### src/rtl/hilo_muldiv_pkg.sv
// Shared types for the HI/LO multiply/divide unit: funct codes, FSM states
// and small sign helpers.
package hilo_muldiv_pkg;

    localparam int WORD_W = 32;

    typedef logic [WORD_W-1:0] word_t;
    typedef logic [5:0]        funct_t;

    localparam funct_t FN_MTHI  = 6'h11;
    localparam funct_t FN_MTLO  = 6'h13;
    localparam funct_t FN_MULT  = 6'h18;
    localparam funct_t FN_MULTU = 6'h19;
    localparam funct_t FN_DIV   = 6'h1A;
    localparam funct_t FN_DIVU  = 6'h1B;

    typedef enum logic [1:0] {IDLE, MUL, DIV, FIX} muldiv_state_t;

    // Magnitude of an operand; unsigned ops pass the raw bits through.
    function automatic word_t abs_if(input word_t v, input logic signed_op);
        return (signed_op && v[WORD_W-1]) ? -v : v;
    endfunction

    function automatic word_t neg_if(input word_t v, input logic neg);
        return neg ? -v : v;
    endfunction

endpackage

### src/rtl/seq_divider.sv
// 32-step restoring divider on unsigned magnitudes; one quotient bit per step.
module seq_divider
    import hilo_muldiv_pkg::*;
(
    input  logic  clk,
    input  logic  reset,
    input  logic  clear,
    input  logic  start,
    input  logic  step,
    input  word_t dividend,
    input  word_t divisor,
    output word_t quotient,
    output word_t remainder,
    output logic  last
);

    word_t       rem_q;
    word_t       quo_q;
    word_t       dsr_q;
    logic [4:0]  cnt;
    logic [32:0] partial;
    logic        fits;
    word_t       rem_sub;

    // Remainder stays below the divisor, so the shifted partial fits in 33 bits
    // and the difference always fits back into 32.
    always_comb begin
        partial = {rem_q, quo_q[WORD_W-1]};
        fits    = (partial >= {1'b0, dsr_q});
        rem_sub = partial[WORD_W-1:0] - dsr_q;
    end

    always_ff @(posedge clk or posedge reset) begin
        if (reset) begin
            rem_q <= '0;
            quo_q <= '0;
            dsr_q <= '0;
            cnt   <= '0;
        end else if (clear) begin
            cnt <= '0;
        end else if (start) begin
            rem_q <= '0;
            quo_q <= dividend;
            dsr_q <= divisor;
            cnt   <= 5'd31;
        end else if (step) begin
            if (fits) begin
                rem_q <= rem_sub;
                quo_q <= {quo_q[WORD_W-2:0], 1'b1};
            end else begin
                rem_q <= partial[WORD_W-1:0];
                quo_q <= {quo_q[WORD_W-2:0], 1'b0};
            end
            if (cnt != 5'd0)
                cnt <= cnt - 5'd1;
        end
    end

    assign last      = (cnt == 5'd0);
    assign quotient  = quo_q;
    assign remainder = rem_q;

endmodule

### src/rtl/hilo_muldiv.sv
// HI/LO owner for Execute: multi-cycle MULT/DIV (signed and unsigned) plus MTHI/MTLO.
//   state | meaning
//   IDLE  | ready for a request; MTHI/MTLO complete here
//   MUL   | 32 shift-add iterations
//   DIV   | 32 restoring-divide iterations in seq_divider
//   FIX   | sign correction, HI/LO write, done pulse (divide by zero: no write)
module hilo_muldiv
    import hilo_muldiv_pkg::*;
(
    input  logic   clk,
    input  logic   reset,
    input  logic   flush,
    input  logic   req_valid,
    output logic   req_ready,
    input  funct_t req_op,
    input  word_t  req_a,
    input  word_t  req_b,
    output logic   busy,
    output logic   done,
    output word_t  hi,
    output word_t  lo
);

    muldiv_state_t state, state_nxt;

    logic        accept;
    logic        is_mul;
    logic        is_div;
    logic        signed_op;
    word_t       a_mag;
    word_t       b_mag;

    logic [63:0] mul_acc;
    logic [63:0] mul_mcand;
    word_t       mul_mplier;
    logic [4:0]  mul_cnt;
    logic        neg_res;
    logic        neg_rem;
    logic        op_div;
    logic        div_zero;

    logic        div_start;
    logic        div_step;
    logic        div_last;
    word_t       div_quo;
    word_t       div_rem;
    logic [63:0] mul_fixed;

    assign req_ready = (state == IDLE);
    assign busy      = (state != IDLE);
    assign accept    = req_valid && req_ready && !flush;
    assign is_mul    = (req_op == FN_MULT) || (req_op == FN_MULTU);
    assign is_div    = (req_op == FN_DIV)  || (req_op == FN_DIVU);
    assign signed_op = (req_op == FN_MULT) || (req_op == FN_DIV);
    assign a_mag     = abs_if(req_a, signed_op);
    assign b_mag     = abs_if(req_b, signed_op);
    assign mul_fixed = neg_res ? -mul_acc : mul_acc;

    always_ff @(posedge clk or posedge reset) begin
        if (reset)
            state <= IDLE;
        else
            state <= state_nxt;
    end

    always_comb begin
        state_nxt = state;
        div_start = 1'b0;
        div_step  = 1'b0;
        if (flush) begin
            state_nxt = IDLE;
        end else begin
            case (state)
                IDLE: begin
                    if (accept && is_mul) begin
                        state_nxt = MUL;
                    end else if (accept && is_div) begin
                        if (req_b == '0) begin
                            state_nxt = FIX;
                        end else begin
                            state_nxt = DIV;
                            div_start = 1'b1;
                        end
                    end
                end
                MUL: begin
                    if (mul_cnt == 5'd0)
                        state_nxt = FIX;
                end
                DIV: begin
                    div_step = 1'b1;
                    if (div_last)
                        state_nxt = FIX;
                end
                FIX:     state_nxt = IDLE;
                default: state_nxt = IDLE;
            endcase
        end
    end

    seq_divider u_div (
        .clk       (clk),
        .reset     (reset),
        .clear     (flush),
        .start     (div_start),
        .step      (div_step),
        .dividend  (a_mag),
        .divisor   (b_mag),
        .quotient  (div_quo),
        .remainder (div_rem),
        .last      (div_last)
    );

    always_ff @(posedge clk or posedge reset) begin
        if (reset) begin
            hi         <= '0;
            lo         <= '0;
            done       <= 1'b0;
            mul_acc    <= '0;
            mul_mcand  <= '0;
            mul_mplier <= '0;
            mul_cnt    <= '0;
            neg_res    <= 1'b0;
            neg_rem    <= 1'b0;
            op_div     <= 1'b0;
            div_zero   <= 1'b0;
        end else begin
            done <= 1'b0;
            if (flush) begin
                mul_cnt <= '0;
            end else begin
                case (state)
                    IDLE: begin
                        if (accept) begin
                            if (req_op == FN_MTHI)
                                hi <= req_a;
                            if (req_op == FN_MTLO)
                                lo <= req_a;
                            if (is_mul || is_div) begin
                                neg_res  <= signed_op && (req_a[WORD_W-1] ^ req_b[WORD_W-1]);
                                neg_rem  <= signed_op && req_a[WORD_W-1];
                                op_div   <= is_div;
                                div_zero <= is_div && (req_b == '0);
                            end
                            if (is_mul) begin
                                mul_acc    <= '0;
                                mul_mcand  <= {32'b0, a_mag};
                                mul_mplier <= b_mag;
                                mul_cnt    <= 5'd31;
                            end
                        end
                    end
                    MUL: begin
                        if (mul_mplier[0])
                            mul_acc <= mul_acc + mul_mcand;
                        mul_mcand  <= {mul_mcand[62:0], 1'b0};
                        mul_mplier <= {1'b0, mul_mplier[WORD_W-1:1]};
                        if (mul_cnt != 5'd0)
                            mul_cnt <= mul_cnt - 5'd1;
                    end
                    FIX: begin
                        done <= 1'b1;
                        if (op_div) begin
                            if (!div_zero) begin
                                lo <= neg_if(div_quo, neg_res);
                                hi <= neg_if(div_rem, neg_rem);
                            end
                        end else begin
                            hi <= mul_fixed[63:32];
                            lo <= mul_fixed[31:0];
                        end
                    end
                    default: ;
                endcase
            end
        end
    end

endmodule

### config.mk
export PLATFORM = sky130hd
export DESIGN_NAME = hilo_muldiv
export DESIGN_NICKNAME = d
export VERILOG_FILES = /design/src/rtl/hilo_muldiv_pkg.sv /design/src/rtl/seq_divider.sv /design/src/rtl/hilo_muldiv.sv
export SDC_FILE = /design/constraint.sdc
export NUM_CORES = 1
export LEC_CHECK = 0
export CAP_MARGIN = 20
export CORE_MARGIN = 5
export CORE_UTILIZATION = 30
export CTS_BUF_LIST = sky130_fd_sc_hd__clkbuf_4 sky130_fd_sc_hd__clkbuf_8 sky130_fd_sc_hd__clkbuf_16
export DETAILED_ROUTE_END_ITERATION = 10
export GPL_ROUTABILITY_DRIVEN = 0
export PLACE_DENSITY = 0.48
export SLEW_MARGIN = 20
export SYNTH_ARGS = -nofsm -noshare
export SYNTH_HDL_FRONTEND = slang
export SYNTH_HIERARCHICAL = 1
export SYNTH_SLANG_ARGS = --single-unit
### constraint.sdc
create_clock -name clk -period 9.7 [get_ports clk]
set_input_delay 1.94 -clock clk [delete_from_list [all_inputs] [get_ports clk]]
set_output_delay 1.94 -clock clk [all_outputs]
set_load 0.05 [all_outputs]
[After elaboration in Yosys (flattened, before gate mapping)]
Index checks and enable logic that the tools add are counted.
Word-level totals
  register bits: 337
  input bits: 74
  output and inout bits: 67
  logic and storage cells: 141
Cells by class
  add/sub/neg operators: 9
  order comparisons: 1
  equal/unequal tests: 21
  muxes and demuxes: 56
  bitwise operators: 2
  reductions and logical operators: 36
Operators by type and width (number)
  32-bit two-way mux: 19
  64-bit two-way mux: 6
  64-bit case mux with 2 select lines: 2
  32-bit case mux with 2 select lines: 3
  32-bit negation: 4
  64-bit adder: 1
  64-bit negation: 1
  5-bit two-way mux: 8
  6-bit by 5-bit equality test with 1-bit output (second input constant): 6
  33-bit by 32-bit >= comparator with 1-bit output: 1
  32-bit zero test: 1
  32-bit subtractor: 1
  5-bit AND reduction: 3
  3-bit != test (second input constant): 4
  4-bit AND reduction: 3
  1-bit two-way mux: 11
  5-bit zero test: 2
  2-bit two-way mux: 5
  5-bit case mux with 2 select lines: 1
  5-bit nonzero test: 2
  5-bit by 1-bit subtractor with 5-bit output (second input constant): 2
  3-bit nonzero test: 3
  1-bit logical AND: 8
  2-bit by 1-bit != test with 1-bit output (second input constant): 4
  other kinds (14): 24

[Longest topological paths before layout]
  depth in word-level cells: 10
  depth in mapped cells: 15
  gate-level depth less buffers: 12

[Cells and area by module]
Netlist, hierarchy kept.
By module, submodules not included
  hilo_muldiv: instances 1, cells each 2277, area each 18171.2 µm², sequential area each 5905.7 µm²
  seq_divider: instances 1, cells each 679, area each 6097.1 µm², sequential area each 2527.4 µm²

[Worst setup path after synthesis]
OpenSTA, ideal clock, no wires.
  kind: input-to-reg
  start point: in req_b[4]
  end point: reg u_div.quo_q[1] (netlist: u_div/quotient[1])
  library setup time: 0.136 ns
  data arrival time: 5.256 ns
  required time: 9.564 ns
  slack: 4.308 ns
  cell stages on the path: 12
  buffers on the path: 3
  path through: or4_4 -> nor4b_4 -> and3_4 -> nand2_2 -> or4_4 -> or4_4 -> nor3b_1 -> clkbuf_1 -> o21bai_1 -> clkbuf_1 -> clkbuf_1 -> o21ai_0
Between the ends
  word-level cells in the longest chain between the ends: 8
  elaborated cells on any way between the ends: 9
  classes of those cells: mux (6); reduce/logical (3)
RTL lines
  from (decl): RTL line hilo_muldiv.sv:17  | input word_t req_b,
  32-bit zero test *: RTL line hilo_muldiv.sv:78  | if (req_b == '0) begin
  1-bit two-way mux *: RTL line hilo_muldiv.sv:78
  1-bit two-way mux *: RTL line hilo_muldiv.sv:77  | end else if (accept && is_div) begin
  1-bit two-way mux *: RTL line hilo_muldiv.sv:75  | if (accept && is_mul) begin
  1-bit two-way mux *: RTL line hilo_muldiv.sv:73  | case (state)
  1-bit two-way mux *: RTL line hilo_muldiv.sv:70  | if (flush) begin
  named net div_start: RTL line hilo_muldiv.sv:42  | logic div_start;
  2-bit nonzero test (no source line)
  2-bit AND reduction (no source line)
  to (signal assigned): RTL line seq_divider.sv:43  | quo_q <= dividend;
  to (signal assigned): RTL line seq_divider.sv:49  | quo_q <= {quo_q[WORD_W-2:0], 1'b1};
  to (signal assigned): RTL line seq_divider.sv:52  | quo_q <= {quo_q[WORD_W-2:0], 1'b0};
  to (decl): RTL line seq_divider.sv:18  | word_t quo_q;
The timed path passes the listed nets; every way through them passes the cells marked *.
A chain may end at the register's enable or synchronous reset.

[Worst setup path in the final report]
  start point: in req_b[2]
  end point: reg u_div.quo_q[0] (netlist: u_div/quotient[0])
Same word-level chain as after synthesis.

==> out/qor_table.md <==
| Quantity | This run |
|:---|:---|
| Outcome | finished, final reports clean |
| Worst Slack Setup Final | 3.24 ns |
| Share of the yosys chip area belonging to registers | 34.7% |
| # Post-CTS Setup Buffers | 0 |
| Primary flip-flop cell chosen by synthesis mapping | dfrtp_1 |
| Setup violators final | 0 |
| Overall routing resource usage | 19.5% |
| Router iterations before antenna repair | 6 |
| I/O Buffers | 140 |
| Transition time at the pin with the least slew margin | 1.21 ns |
| Worst-path clk slew | 0.06 ns |
| Initial Util | 30.2% |
| Tcrit/Tclk final | 66.6% |
| Required time of the critical path | 10.19 ns |
| Clock buffer count from CTS | 43 |
| Area of the placeable core | 80,400 um^2 |
| Worst path max stage delay | 0.72 ns |
| Kind of cell adding the most delay to the critical path | simple AND/OR/NAND/NOR gates |
| Mean Syn Cell Area | 8.21 um^2 |
| Number of placement rows | 104 |
| Worst min-delay path class | flip-flop to flip-flop |
| Power per standard cell area | 352 nW/um^2 |
| Clock sinks | 337 |
| Number of global-route vias before repair | 21.4k |
| Pins Over Slew Limit | 0 |
| Most area-hungry cell type in the Yosys netlist | dfrtp_1 |
| Setup Crit Path Kind | primary input to flip-flop |
| # H-tree levels | 2 |
| Overall overflow remaining after global route | 0 |
| Count of cells resized by post-cts repair | 0 |
| Max Freq | 155 MHz |
| Number of remaining DRC errors | 0 |
| Post-Synthesis Cell Area | 24,300 um^2 |
| First-iteration detailed-routing DRC count | 1,816 |
| Global-route wire length before repair | 133,000 um |
| Worst Setup End Kind | flip-flop |
| Leak pwr | 12.5 nW |
| Via density per instance | 5.40 |
| Biggest fanout along the worst timing path | 63 |
| Seq. cell area | 8440 um^2 |
| Share of layout cells above drive strength 1 | 5.12% |
| Clock tree from TritonCTS | done |
| CP most frequent cell | or4_4 |
| X dimension of the die | 294 um |
| Time the final worst path needs with I/O delays and setup | 6.46 ns |
| Clock latency on the worst-skew pair | 0.60 ns |
| Routed length per instance | 21.2 um |
| Placement-stage worst setup slack | 2.63 ns |
| Area share of the largest cell type after synthesis | 34.7% |
| Antenna violations before repair | 5 |
| Final core utilization | 35.0% |
| Synth Warn # | 6 |
| Final hold violation count | 0 |
| Sum of buffers and inverters on the critical path | 3 |
| CP Cell Sequence | clkdlybuf4s50_1 -> or4_4 -> nor4b_4 -> and3_4 -> nand2_2 -> or4_4 -> or4_4 -> nor3b_2 -> buf_4 -> o21bai_4 -> buf_4 -> mux2_2 |
| Routed Wire Length | 87,100 um |
| Number of flip-flops and latches in the synthesized netlist | 337 |
| Arrival @ worst endpoint | 6.95 ns |
| Slowest cell on the critical path | o21bai_4 |
| Fin Clk Skew | 0.0350 ns |
| Filler Cell Count | 8,372 |
| Post-layout net count | 3,197 |
| Number of enable-type register cells in the synthesized netlist | 0 |
| Quantity of hold-fixing buffers added after cts | 0 |
| Max-Slew Margin vs Limit | 18.9% |
| Overall die area | 86,700 um^2 |
| CTS Root Cell | clkbuf_16 |
| Die boundary height | 294 um |
| Largest net degree at the start of global routing | 116 |
| Startpoint Class | primary input |
| Number of nets in the synthesized netlist | 3,140 |
| Post-layout power | 9.89 mW |
| Synthesized instance count | 2,956 |
| Via count | 22.2k |
| Max-capacitance violation count | 0 |
| Ys async rst share | 100% |
| Peak VDD IR | 0.295 mV |
| Synth top area cells | dfrtp_1 (35%), o21ai_0 (8.4%), nand2_1 (7.1%), ha_1 (5.6%), xnor2_1 (5.2%) |
| Total area of multi-input combinational cells | 15,000 um^2 |
| Final HPWL from detailed placement | 66,400 um |
| Setup tns final | 0 ns |
| Post-route ant nets | 0 |
| Synth cell types | 81 |
| Setup repair after global routing missed its margin | no |
| Area Overhead vs Synth | 15.9% |
| Reg2reg setup slack | 5.58 ns |
| Boundary pin count | 141 |
| CTS Buffer Depth | 3 |
## cell usage after synthesis (26+ instances only)
cell type,count
nand2_1,459
nand3_1,36
nor2b_1,29
xor2_1,121
o31ai_1,41
o211ai_1,27
nor3_1,43
dfrtp_1,337
nor4_1,30
clkbuf_1,135
a21o_1,39
a22o_1,41
ha_1,108
mux2i_1,109
inv_1,88
a21oi_1,206
a31oi_1,26
nor2_1,174
xnor2_1,145
o21ai_0,408
or3_1,33
## through the flow
stage	cells	hold WS, ns	area, um^2
floorplan	2956	0.430	24300
global placement	4028	0.443	26700
detailed placement	4028	0.460	26700
CTS	4106	0.472	28100
global route	4106	0.501	28100
finish	4108	0.467	28100
## cell type report
type                       instances  share of cell area, %
inverter                          89                   1.22
clock inverter                    14                  0.569
antenna                            2                 0.0178
sequential                       337                   30.0
timing repair buffer             163                   5.61
multi-input combinational       2379                   53.3
tap                             1060                   4.71
clock buffer                      64                   4.63
## cell families (layout without fill, tap and decap cells)
kind of cell               after synthesis  after routing  synth area share (%)
and+or+nand+nor                        941            941                  17.8
muxes                                  113            113                  4.74
other                                    0              2                     0
adders and majority gates              110            110                  5.73
buffers and inverters                  240            330                  3.82
DFF                                    337            337                  34.7
xor gates and xnor gates               266            266                  9.60
AOI/OAI and AO/OA                      949            949                  23.5
## worst register-to-register path: stages, from the launching register on
cell and delay (ns):
dfrtp_1 0.41, inv_1 0.10, ha_1 0.35, inv_1 0.22
or3_1 0.51, inv_1 0.14, nand2_1 0.11, nor3b_2 0.18
buf_4 0.57, nor2b_4 0.64, buf_4 0.41, mux2_2 0.39
## worst paths after layout
path                                start            endpoint  cells after the start
min reg2reg                mul_mplier[18]      mul_mplier[18]                      2
max reg2reg                      state[0]      u_div/dsr_q[0]                     11
max in group asynchronous           reset              op_div                      3
min in group asynchronous           reset  u_div/quotient[13]                      2
min                        mul_mplier[18]      mul_mplier[18]                      2
max                              req_b[2]   u_div/quotient[0]                     12
## power by group
group	leakage [nW]	switching [mW]	internal (mW)
Clock	0.738	0.679	0.987
Combinational	7.46	3.90	1.99
Sequential	4.33	0.511	1.83
Total	12.5	5.09	4.80
## routing by layer
metal	vias to the layer above	part of all wire (%)	GRT usage [%]
li1	10700	-	-
met1	10800	45	26.8
met2	575	47	32.4
met3	132	4.2	1.97
met4	0	3.1	5.89
met5	-	0	0
## cells in the final DEF, fill, tap and decap left out, drive strengths merged, types with 11 or more instances in the layout
cell           count
a31oi             26
buf               23
a21o              39
o41ai             20
and2              14
inv               90
mux2i            109
clkdlybuf4s50    140
a21oi            206
o21ai            423
and3              14
nand2            461
or3               33
nand2b            26
a22o              41
nand4             21
ha               108
or2               13
nor4              31
nor2             175
a211oi            23
o31ai             41
o21bai            17
o211ai            27
clkbuf            64
xor2             121
dfrtp            337
nor3              44
or4               24
nand3             36
xnor2            145
nor2b             29
a32oi             11
## state kept, by name, summed over array words and instances, names as in the netlist, 2 cells and up
| signal | count |
|---|---|
| u_div/dsr_q | 32 |
| lo | 32 |
| mul_mcand | 64 |
| mul_mplier | 32 |
| mul_cnt | 5 |
| state | 2 |
| mul_acc | 64 |
| u_div/cnt | 5 |
| hi | 32 |
| u_div/quotient | 32 |
| u_div/remainder | 32 |
(Power assumes the default switching activity.)
